$ cat src/rtl/tx_arb_pkg.sv
// Shared types and widths for the two-source TX frame arbiter.
// Stream beat layout, FSM state encoding and counter width live here.
package tx_arb_pkg;

    localparam int DATA_W = 32;
    localparam int VLDB_W = 2;
    localparam int USER_W = 1;
    localparam int CNT_W  = 16;

    typedef enum logic [1:0] {
        ST_IDLE  = 2'd0,
        ST_BUSY  = 2'd1,
        ST_FLUSH = 2'd2
    } arb_state_t;

    typedef struct packed {
        logic [DATA_W-1:0] dat;
        logic [VLDB_W-1:0] vldb;
        logic              last;
        logic [USER_W-1:0] user;
    } beat_t;

endpackage

$ cat src/rtl/tx_arb_rr.sv
// Two-request round-robin picker: a lone requester wins, a tie goes to pri.
// Purely combinational, no backpressure of its own.
module tx_arb_rr
    import tx_arb_pkg::*;
(
    input  logic [1:0] req,
    input  logic       pri,
    output logic       gnt_nxt
);

    always_comb begin
        gnt_nxt = pri;
        if (req == 2'b01) begin
            gnt_nxt = 1'b0;
        end else if (req == 2'b10) begin
            gnt_nxt = 1'b1;
        end
    end

endmodule

$ cat src/rtl/tx_frame_arb.sv
// Frame-atomic round-robin mux of two sources onto the MAC TX stream; one idle cycle per grant,
// then zero-latency pass-through with m_ready_i steering the granted source; over-long frames are cut and flushed.
module tx_frame_arb
    import tx_arb_pkg::*;
#(
    parameter int MAX_BEATS = 1024
) (
    input  logic              tx_user_clk_i,
    input  logic              tx_user_rst_n_i,
    input  logic              arb_en_i,

    input  logic [DATA_W-1:0] s0_data_i,
    input  logic [VLDB_W-1:0] s0_vldb_i,
    input  logic              s0_valid_i,
    input  logic              s0_last_i,
    input  logic [USER_W-1:0] s0_user_i,
    output logic              s0_ready_o,

    input  logic [DATA_W-1:0] s1_data_i,
    input  logic [VLDB_W-1:0] s1_vldb_i,
    input  logic              s1_valid_i,
    input  logic              s1_last_i,
    input  logic [USER_W-1:0] s1_user_i,
    output logic              s1_ready_o,

    output logic [DATA_W-1:0] m_data_o,
    output logic [VLDB_W-1:0] m_vldb_o,
    output logic              m_valid_o,
    output logic              m_last_o,
    output logic [USER_W-1:0] m_user_o,
    input  logic              m_ready_i,

    output logic [CNT_W-1:0]  frm_cnt0_o,
    output logic [CNT_W-1:0]  frm_cnt1_o,
    output logic [CNT_W-1:0]  trunc_cnt_o,
    output logic              busy_o
);

    localparam logic [CNT_W-1:0] LAST_IDX = CNT_W'(MAX_BEATS - 1);

    arb_state_t       state;
    logic             gnt;
    logic             pri;
    logic             busy;
    logic [CNT_W-1:0] beat_cnt;
    logic [CNT_W-1:0] frm_cnt0;
    logic [CNT_W-1:0] frm_cnt1;
    logic [CNT_W-1:0] trunc_cnt;

    beat_t s0_beat;
    beat_t s1_beat;
    beat_t sg_beat;
    logic  sg_valid;
    logic  gnt_nxt;
    logic  accept;
    logic  discard;
    logic  trunc_hit;

    assign s0_beat  = {s0_data_i, s0_vldb_i, s0_last_i, s0_user_i};
    assign s1_beat  = {s1_data_i, s1_vldb_i, s1_last_i, s1_user_i};
    assign sg_beat  = gnt ? s1_beat : s0_beat;
    assign sg_valid = gnt ? s1_valid_i : s0_valid_i;

    // The beat counter holds beats already accepted, so it reads MAX_BEATS-1 on the final allowed beat.
    assign trunc_hit = (beat_cnt == LAST_IDX) && !sg_beat.last;
    assign accept    = (state == ST_BUSY) && sg_valid && m_ready_i;
    assign discard   = (state == ST_FLUSH) && sg_valid;

    tx_arb_rr u_rr (
        .req     ({s1_valid_i, s0_valid_i}),
        .pri     (pri),
        .gnt_nxt (gnt_nxt)
    );

    always_comb begin
        m_valid_o  = 1'b0;
        m_data_o   = '0;
        m_vldb_o   = '0;
        m_last_o   = 1'b0;
        m_user_o   = '0;
        s0_ready_o = 1'b0;
        s1_ready_o = 1'b0;
        if (state == ST_BUSY) begin
            m_valid_o = sg_valid;
            if (sg_valid) begin
                m_data_o    = sg_beat.dat;
                m_vldb_o    = sg_beat.vldb;
                m_last_o    = sg_beat.last | trunc_hit;
                m_user_o    = sg_beat.user;
                m_user_o[0] = sg_beat.user[0] | trunc_hit;
            end
            s0_ready_o = !gnt && m_ready_i;
            s1_ready_o = gnt && m_ready_i;
        end else if (state == ST_FLUSH) begin
            // Swallow the tail of a cut frame without presenting anything to the MAC.
            s0_ready_o = !gnt;
            s1_ready_o = gnt;
        end
    end

    always_ff @(posedge tx_user_clk_i) begin
        if (!tx_user_rst_n_i) begin
            state     <= ST_IDLE;
            busy      <= 1'b0;
            gnt       <= 1'b0;
            pri       <= 1'b0;
            beat_cnt  <= '0;
            frm_cnt0  <= '0;
            frm_cnt1  <= '0;
            trunc_cnt <= '0;
        end else begin
            case (state)
                ST_IDLE: begin
                    if (arb_en_i && (s0_valid_i || s1_valid_i)) begin
                        gnt   <= gnt_nxt;
                        state <= ST_BUSY;
                        busy  <= 1'b1;
                    end
                end
                ST_BUSY: begin
                    if (accept) begin
                        if (sg_beat.last || trunc_hit) begin
                            beat_cnt <= '0;
                            if (gnt) begin
                                frm_cnt1 <= frm_cnt1 + CNT_W'(1);
                            end else begin
                                frm_cnt0 <= frm_cnt0 + CNT_W'(1);
                            end
                        end else begin
                            beat_cnt <= beat_cnt + CNT_W'(1);
                        end
                        if (sg_beat.last) begin
                            state <= ST_IDLE;
                            busy  <= 1'b0;
                            pri   <= ~gnt;
                        end else if (trunc_hit) begin
                            state     <= ST_FLUSH;
                            trunc_cnt <= trunc_cnt + CNT_W'(1);
                        end
                    end
                end
                ST_FLUSH: begin
                    if (discard && sg_beat.last) begin
                        state <= ST_IDLE;
                        busy  <= 1'b0;
                        pri   <= ~gnt;
                    end
                end
                default: begin
                    state <= ST_IDLE;
                    busy  <= 1'b0;
                end
            endcase
        end
    end

    assign frm_cnt0_o  = frm_cnt0;
    assign frm_cnt1_o  = frm_cnt1;
    assign trunc_cnt_o = trunc_cnt;
    assign busy_o      = busy;

endmodule

$ cat config.mk
export PLATFORM = sky130hd
export DESIGN_NAME = tx_frame_arb
export DESIGN_NICKNAME = d
export VERILOG_FILES = /design/src/rtl/tx_arb_pkg.sv /design/src/rtl/tx_arb_rr.sv /design/src/rtl/tx_frame_arb.sv
export SDC_FILE = /design/constraint.sdc
export NUM_CORES = 1
export LEC_CHECK = 0
export CAP_MARGIN = 15
export CORE_MARGIN = 4
export CORE_UTILIZATION = 39
export DETAILED_ROUTE_END_ITERATION = 6
export HOLD_SLACK_MARGIN = 0.08
export PLACE_DENSITY = 0.77
export SYNTH_ARGS = -nofsm -noshare
export SYNTH_HDL_FRONTEND = slang
export SYNTH_SLANG_ARGS = --single-unit
$ cat constraint.sdc
create_clock -name tx_user_clk_i -period 2.15 [get_ports tx_user_clk_i]
set_input_delay 0.43 -clock tx_user_clk_i [delete_from_list [all_inputs] [get_ports tx_user_clk_i]]
set_output_delay 0.43 -clock tx_user_clk_i [all_outputs]
set_load 0.01 [all_outputs]
Word-level counts from Yosys, hierarchy flattened --
Cells that the tools add are included.
Storage, ports and cells: register bits 69, input bits 78, output and inout bits 88, word-level logic and storage cells 81
Operators by class: add/subtract/negate cells 4, eq/ne operators 10, multiplexer cells 33, bitwise operators 4, reduce and logical (&&, ||, !) cells 22
Operators by type and width (count):
- 16-bit by 1-bit adder with 16-bit output, second input constant | 4
- 32-bit 2-to-1 mux | 2
- 36-bit 2-to-1 mux | 1
- 4-bit AND reduction | 6
- 1-bit 2-to-1 mux | 19
- 16-bit by 10-bit equality test with 1-bit output, second input constant | 1
- 16-bit 2-to-1 mux | 1
- 2-bit 2-to-1 mux | 7
- 1-bit logical AND | 8
- 2-bit != test, second input constant | 3
- 2-bit one-hot mux with 3 select lines | 1
- 2-bit by 1-bit equality test with 1-bit output, second input constant | 2
- 2-bit equality test, second input constant | 2
- 2-bit AND reduction | 2
- 3-bit != test, second input constant | 1
- 1-bit one-hot mux with 3 select lines | 1
- 1-bit zero test | 2
- 2-bit zero test | 1
- 1-bit logical OR | 2
- 2-bit by 1-bit != test with 1-bit output, second input constant | 1
- 1-bit inverter | 2
- 1-bit OR | 2
- 1-bit one-hot mux with 2 select lines | 1
- 2-bit nonzero test | 1

Longest topological paths before layout --
Gate-level depths: netlist of the first run.
depth in word-level cells 7, depth in mapped cells 8, mapped depth without buffers 6

By module --
From an unflattened synthesis of the first run, not the netlist that was laid out.
Unflattened totals: cells, all modules 554, area, all modules 4672.0 µm²
By module, submodules not included:
- tx_frame_arb | times used 1, cells each 552, area each 4657.0 µm², seq. area each 1381.3 µm²
- tx_arb_rr | times used 1, cells each 2, area each 15.0 µm², seq. area each 0.0 µm²

Worst setup path after synthesis of the first run --
No wires, ideal clock.
path kind reg2reg, start point register beat_cnt[11], end point register frm_cnt0[3] (netlist: frm_cnt0_o[3]), library setup time 0.128 ns, data arrival time 2.200 ns, required time 2.022 ns, slack -0.178 ns, cell stages (with the launch flop) 8, buffers on the path 2, cells stage by stage dfxtp_1 > or4_4 > or4_4 > buf_6 > buf_8 > a2111o_1 > xor2_1 > nor2_1
Between the ends: cells in the longest elaborated chain, start to end 4
Ends and longest elaborated chain:
- start: declaration | RTL line tx_frame_arb.sv:45 | logic [CNT_W-1:0] beat_cnt;
- start signal: assignment | RTL line tx_frame_arb.sv:130 | beat_cnt <= beat_cnt + CNT_W'(1);
- 16-bit by 10-bit equality test with 1-bit output | RTL line tx_frame_arb.sv:65 | assign trunc_hit = (beat_cnt == LAST_IDX) && !sg_beat.last;
- 1-bit logical AND | RTL line tx_frame_arb.sv:65
- 1-bit logical OR | RTL line tx_frame_arb.sv:122 | if (sg_beat.last || trunc_hit) begin
- 4-bit AND reduction (no line)
- end signal: assignment | RTL line tx_frame_arb.sv:127 | frm_cnt0 <= frm_cnt0 + CNT_W'(1);
- end: declaration | RTL line tx_frame_arb.sv:46 | logic [CNT_W-1:0] frm_cnt0;
No other way between the ends. A chain may end at the register's enable or synchronous reset.

Final worst setup path of the first run --
start point register beat_cnt[15], end point register frm_cnt1[11] (netlist: frm_cnt1_o[11])
Between the ends: cells in the longest elaborated chain, start to end 4
Ends and longest elaborated chain:
- 16-bit by 10-bit equality test with 1-bit output | RTL line tx_frame_arb.sv:65
- 1-bit logical AND | RTL line tx_frame_arb.sv:65
- 1-bit logical OR | RTL line tx_frame_arb.sv:122
- 4-bit AND reduction (no line)
- end signal: assignment | RTL line tx_frame_arb.sv:125 | frm_cnt1 <= frm_cnt1 + CNT_W'(1);
- end: declaration | RTL line tx_frame_arb.sv:47 | logic [CNT_W-1:0] frm_cnt1;
No other way between the ends.

==> results of run 1 <==
-- final cells by class --
type,instances,area (sq um),share of cell area [%]
Clock inverter,6,61.3,0.819
Tap cell,133,166,2.22
Inverter,11,46.3,0.618
Sequential cell,69,1390,18.5
Multi-Input combinational cell,377,2950,39.4
Clock buffer,10,138,1.84
Timing Repair Buffer,277,2740,36.6
-- per-stage QoR --
| stage | util [%] | area (sq um) | std cells | worst slack (ns) |
|---|---|---|---|---|
| floorplan | - | 4000 | 482 | -0.0702 |
| global placement | 64.2 | 6300 | 831 | -0.620 |
| detailed placement | 64.2 | 6300 | 831 | -0.639 |
| CTS | 71.6 | 7030 | 875 | -0.299 |
| global route | 76.2 | 7490 | 883 | -0.333 |
| finish | 76.2 | 7490 | 883 | -0.274 |
-- worst register-to-register path: stages, from the launching register on --
cell and delay [ns]:
dfxtp_2 0.32, or4_4 0.56, buf_4 0.18, or4_4 0.52, buf_6 0.18, a2111oi_4 0.31
xnor2_1 0.19, nor2_1 0.07
-- layout by cell type (no fill, tap or decap), types with 6 or more instances in the layout --
cell               n
nand3_1           19
buf_12             7
nand4_1           17
inv_1              9
buf_6             44
nor2_1            53
buf_4             80
and3_1             7
or4_4              6
clkbuf_8          10
nor2_4            28
mux2i_1           32
o21ai_0           15
xor2_1            20
xnor2_1           14
buf_2             10
a21oi_2            7
a21oi_1           19
a2111oi_4          6
clkdlybuf4s50_1  124
nand2_1           27
or3_1             11
dfxtp_1           66
-- cell families (layout without fill, tap and decap cells) --
family,after synthesis,in the layout
XOR/XNOR,35,35
flip-flops,69,69
multiplexers,39,39
buffers and inverters,36,304
adder cells (fa/ha/maj),4,4
AO/OA/AOI/OAI,84,84
AND/OR/NAND/NOR,215,215
-- state kept, by name, summed over array words and instances, names as in the netlist --
signal,count
frm_cnt0_o,16
state,2
beat_cnt,16
gnt,1
trunc_cnt_o,16
busy_o,1
frm_cnt1_o,16
pri,1
-- per-layer routing --
layer / share of wire [%] / wire [um]
met3: 5.4 / 960
met1: 38 / 6810
met5: 0 / 0
met4: 2.8 / 494
met2: 54 / 9650
-- what timing repair did --
action                                  CTS  global route
hold endpoints to repair                  0             0
buffers inserted                         24            10
endpoints found under the setup margin   73            85
resized for setup                       242            83
pin swaps                                55            24
cloned                                    5             1
hold buffers                              0             0
-- path summary, 6_finish.rpt --
path | from | end | slack [ns]
max | beat_cnt[15] | frm_cnt1_o[11] | -0.27
max reg2reg | beat_cnt[15] | frm_cnt1_o[11] | -0.27
min | trunc_cnt_o[15] | trunc_cnt_o[15] | 0.49
min reg2reg | trunc_cnt_o[15] | trunc_cnt_o[15] | 0.49
-- power by group through the flow --
stage	combinational, mW	clock (mW)	sequential (mW)
floorplan	0.184	0	1.32
global placement	0.493	0	1.32
detailed placement	0.501	0	1.32
CTS	0.620	1.09	1.29
global route	0.763	1.16	1.29
finish	0.737	1.10	1.29
==> results.json, run 1 <==
{
  "overflow": 0,
  "seqPwrFrac_pct": 41.3,
  "yosys.area.top_type": "dfxtp_1",
  "holdPathStages": 2,
  "fp.coreArea_sq_um": 9820,
  "viasPerCell": 5.76,
  "pwr-share-comb_pct": 23.6,
  "cp.depth": 7,
  "finClkSkew_ns": 0.0130,
  "synth.most_common_cell": "nor2_1",
  "synth-main-ff-cell": "dfxtp_1",
  "cp_top_family": "simple AND/OR/NAND/NOR gates",
  "synth_compound_area_share_pct": 14.3,
  "clkPwrFrac_pct": 35.1,
  "ys_ff_latch": 69,
  "grt_pass1_wl_um": 24100,
  "hold_slack_ns": 0.495,
  "crit_path_frequent_cell": "or4_4",
  "ir_drop_mv": 0.280,
  "rsz0062_at_grt": "yes",
  "clock-sinks": 69,
  "use_met1_pct": 31.6,
  "pwr_density_cell_nw_per_um2": 417,
  "critical_path_class": "reg2reg",
  "seq_area_frac_synth_pct": 35.0,
  "dp_hpwl_um": 10600,
  "gp_congestion": 0.871,
  "drt_iter0_drc": 389,
  "grt_usage_pct": 25.9,
  "numCtsBuffers": 9,
  "timing.critical_path.cells": "or4_4 -> buf_4 -> or4_4 -> buf_6 -> a2111oi_4 -> xnor2_1 -> nor2_1",
  "synth_common_cells": "nor2_1 (85), dfxtp_1 (69), mux2i_1 (38), nand2_1 (28), a21oi_1 (26)",
  "die_h_um": 109,
  "timing.max_cap.violations": 0,
  "r2r_cells": 7,
  "area_delta_synth_final_pct": 89.5,
  "drc": 0,
  "synth_top_family_by_area": "simple AND/OR/NAND/NOR gates",
  "clk_pin_slew_ns": 0.08,
  "ant_nets": 0,
  "gr-usage-met3_pct": 3.61,
  "syn-cell-area_sq_um": 3950,
  "hold_viol": 0,
  "required_ns": 2.40,
  "std_cell_rows": 36,
  "async_flop_share_pct": 0,
  "gr-max-usage-layer": "met2",
  "synthAdderAreaFrac_pct": 1.27,
  "synthXorXnorAreaFrac_pct": 7.76,
  "violations": "setup timing",
  "yosys.area_share.simple_pct": 27.8,
  "cp_max_fo": 8,
  "status": "finished, violations left",
  "slowest_stage": "or4_4",
  "report.power.total_mw": 3.12,
  "cpPeakStageDelay_ns": 0.56,
  "min_path_type": "reg2reg",
  "slew_viol_final": 0,
  "io_buffers": 165,
  "synth_mux_area_share_pct": 9.91,
  "p_switching_mw": 0.875,
  "period_share_pct": 113,
  "p_int_mw": 2.25,
  "synth_area_per_cell_sq_um": 8.20,
  "fin_tns_setup_ns": -9.73,
  "ys_types": 54,
  "yosys-top-cells-area": "dfxtp_1 (35%), mux2i_1 (9.6%), nor2_1 (8.1%), xor2_1 (4.4%), xnor2_1 (3.3%)",
  "grt_antenna_before_repair": 0,
  "worst_slack_ns": -0.274,
  "cp.arrival_ns": 2.67,
  "synth_nets": 564,
  "dr.pass1.iters": 5,
  "die_area_sq_um": 11800,
  "grt_use_met2_pct": 47.8,
  "die_w_um": 109,
  "worst-slew-pin-transition_ns": 0.556,
  "cts_buffer_depth": 2,
  "io_pins": 166,
  "worst_setup_path_end_kind": "flop",
  "ys_warn_count": 0,
  "fmax_mhz": 413,
  "clk_latency_ns": 0.35,
  "grt_pass1_vias": 4606,
  "cts_htree_levels": 3,
  "grt_max_degree": 28,
  "switching_share_pct": 28.0,
  "yosys.area.top_type_share_pct": 35.0,
  "setup_violations": 67,
  "drt_wl_total_um": 17900,
  "vias": 5086,
  "startpoint_type": "flop",
  "layout-drive-gt1-share_pct": 33.1,
  "start_util_pct": 40.2,
  "n_fill_cell": 652,
  "critPathBufInv": 2,
  "syn_inst": 482,
  "clock_tree.root_cell": "clkbuf_8",
  "n_antenna_cell": 0,
  "synth_edf_count": 0,
  "min_period_ns": 2.42,
  "cts_tree": "yes",
  "power_leakage_nw": 2.71,
  "nNetsFinal": 827,
  "slew_headroom_pct": 62.9,
  "wl_per_cell_um": 20.3
}
No activity file was read; power rests on OpenSTA's default activity.
==> run 2, diff against run 1 <==
--- a/config.mk
+++ b/config.mk
@@ -11,6 +11,7 @@
 export DETAILED_ROUTE_END_ITERATION = 6
 export HOLD_SLACK_MARGIN = 0.08
 export PLACE_DENSITY = 0.77
+export SETUP_SLACK_MARGIN = 0.02
 export SYNTH_ARGS = -nofsm -noshare
 export SYNTH_HDL_FRONTEND = slang
 export SYNTH_SLANG_ARGS = --single-unit
==> run 2 against run 1 <==
Sequential power hardly changed. The run still ends with setup timing left. Sequential cell count stayed put. Critical path depth stayed put. Highest routed layer unchanged. Hold slack worse by 0.0036 ns.
==> results.json, run 2 (same netlist as run 1, synthesis figures left out) <==
{
  "period_share_pct": 112,
  "std_cell_rows": 36,
  "grt_max_degree": 28,
  "die_h_um": 109,
  "mostFrequentLayoutCell": "clkdlybuf4s50_1",
  "fmax_mhz": 416,
  "dp_cells": 831,
  "clk_pin_slew_ns": 0.07,
  "finClkSkew_ns": 0.0152,
  "drt_wl_total_um": 17700,
  "required_ns": 2.38,
  "n_antenna_cell": 0,
  "io_pins": 166,
  "seq_area_sq_um": 1380,
  "wl_per_cell_um": 20.1,
  "fp.coreArea_sq_um": 9820,
  "cp_max_fo": 8,
  "io_buffers": 165,
  "numCtsBuffers": 9,
  "clock-sinks": 69,
  "cts_htree_levels": 3,
  "report.power.total_mw": 3.14,
  "overflow": 0,
  "min_period_ns": 2.40,
  "final_cells": 878,
  "cp.arrival_ns": 2.63,
  "viasPerCell": 5.73,
  "clock_tree.root_cell": "clkbuf_8",
  "pwr_density_cell_nw_per_um2": 419,
  "rsz0062_at_grt": "yes",
  "vias": 5032,
  "dr.pass1.iters": 6,
  "hold_viol": 0,
  "n_fill_cell": 636,
  "startpoint_type": "flop",
  "violations": "setup timing",
  "start_util_pct": 40.2,
  "critical_path_class": "reg2reg",
  "drc": 0,
  "multi_input_area_sq_um": 2940,
  "setup_violations": 60,
  "grt_pass1_wl_um": 24500,
  "power_leakage_nw": 2.71,
  "cts_tree": "yes",
  "gp_congestion": 0.871,
  "grt_pass1_vias": 4661,
  "slew_headroom_pct": 58.6,
  "min_path_type": "reg2reg",
  "status": "finished, violations left",
  "dp_hpwl_um": 10600,
  "layout-drive-gt1-share_pct": 32.1,
  "grt_usage_pct": 26.3,
  "drt_iter0_drc": 416,
  "timing.max_cap.violations": 0,
  "worst_setup_path_end_kind": "flop",
  "die_w_um": 109,
  "worst_slack_ns": -0.252,
  "final_cell_mix": "clkdlybuf4s50_1 (124), buf_4 (72), dfxtp_1 (67)",
  "die_area_sq_um": 11800,
  "slew_viol_final": 0,
  "area_delta_synth_final_pct": 89.9,
  "cts_buffer_depth": 2,
  "worst-slew-pin-transition_ns": 0.615,
  "ir_drop_mv": 0.412,
  "nNetsFinal": 822,
  "clk_latency_ns": 0.35,
  "grt_antenna_before_repair": 0,
  "fin_tns_setup_ns": -8.03,
  "ant_nets": 0
}
-- run 2: cell count changes in the layout (fill, tap and decap cells not counted), moves of 3 or more --
cell | previous run | this run
mux2i_1 | 32 | 23
buf_4 | 80 | 72
mux2i_2 | 1 | 8
a21oi_1 | 19 | 24
a21oi_2 | 7 | 2
buf_6 | 44 | 49
or4_1 | 3 | 7
or4_4 | 6 | 2
buf_16 | 4 | 7
buf_2 | 10 | 7
-- run 2: layer usage --
layer	vias to the layer above	routed length, um	GRT usage, %
met5	-	0	0
met4	0	655	8.03
met3	71	945	4.14
met2	251	9420	47.6
met1	2447	6650	32.0
li1	2263	-	-
-- run 2: stage by stage --
stage | hold WS (ns) | setup slack, ns | utilization [%] | instance area [sq um]
6_report | 0.491 | -0.252 | 76.4 | 7500
5_1_grt | 0.517 | -0.311 | 76.4 | 7500
4_1_cts | 0.491 | -0.299 | 72.7 | 7130
3_5_place_dp | 0.479 | -0.639 | 64.2 | 6300
3_3_place_gp | 0.464 | -0.620 | 64.2 | 6300
2_1_floorplan | 0.458 | -0.0702 | - | 4000
-- run 2: area by class of cell --
| type | count | share of cell area, % |
|---|---|---|
| repair buffers | 272 | 36.9 |
| well taps | 133 | 2.22 |
| flip-flops and latches | 69 | 18.5 |
| clock inverters | 6 | 0.817 |
| multi-input cells | 377 | 39.2 |
| inverters | 11 | 0.584 |
| clock buffers | 10 | 1.84 |
-- run 2: worst max-delay path: stages, from the launching register on --
cell and delay [ns]:
dfxtp_1 0.31, or4_4 0.57, buf_4 0.17, or4_4 0.52, buf_6 0.19, a21oi_4 0.19, nand4_1 0.17, mux2i_1 0.16
-- run 2: report_power, final --
| part | leakage [nW] | switching, mW | internal (mW) |
|---|---|---|---|
| sequential | 0.557 | 0.00489 | 1.28 |
| clock | 0.102 | 0.518 | 0.565 |
| combinational | 2.05 | 0.348 | 0.422 |
-- run 2: what timing repair did --
item / 4_1_cts / 5_1_grt
gates resized for setup: 254 / 69
cloned: 7 / 2
hold endpoints to repair: 0 / 0
buffers inserted: 21 / 2
pin swaps: 61 / 12
hold buffers: 0 / 0
setup endpoints to repair: 74 / 86
-- run 2: final timing paths --
kind,startpoint,endpoint,slack (ns),cells after the start
worst max-delay path,beat_cnt[15],frm_cnt1_o[4],-0.25,7
worst min-delay path,trunc_cnt_o[15],trunc_cnt_o[15],0.49,2
worst max register to register,beat_cnt[15],frm_cnt1_o[4],-0.25,7
worst min register to register,trunc_cnt_o[15],trunc_cnt_o[15],0.49,2
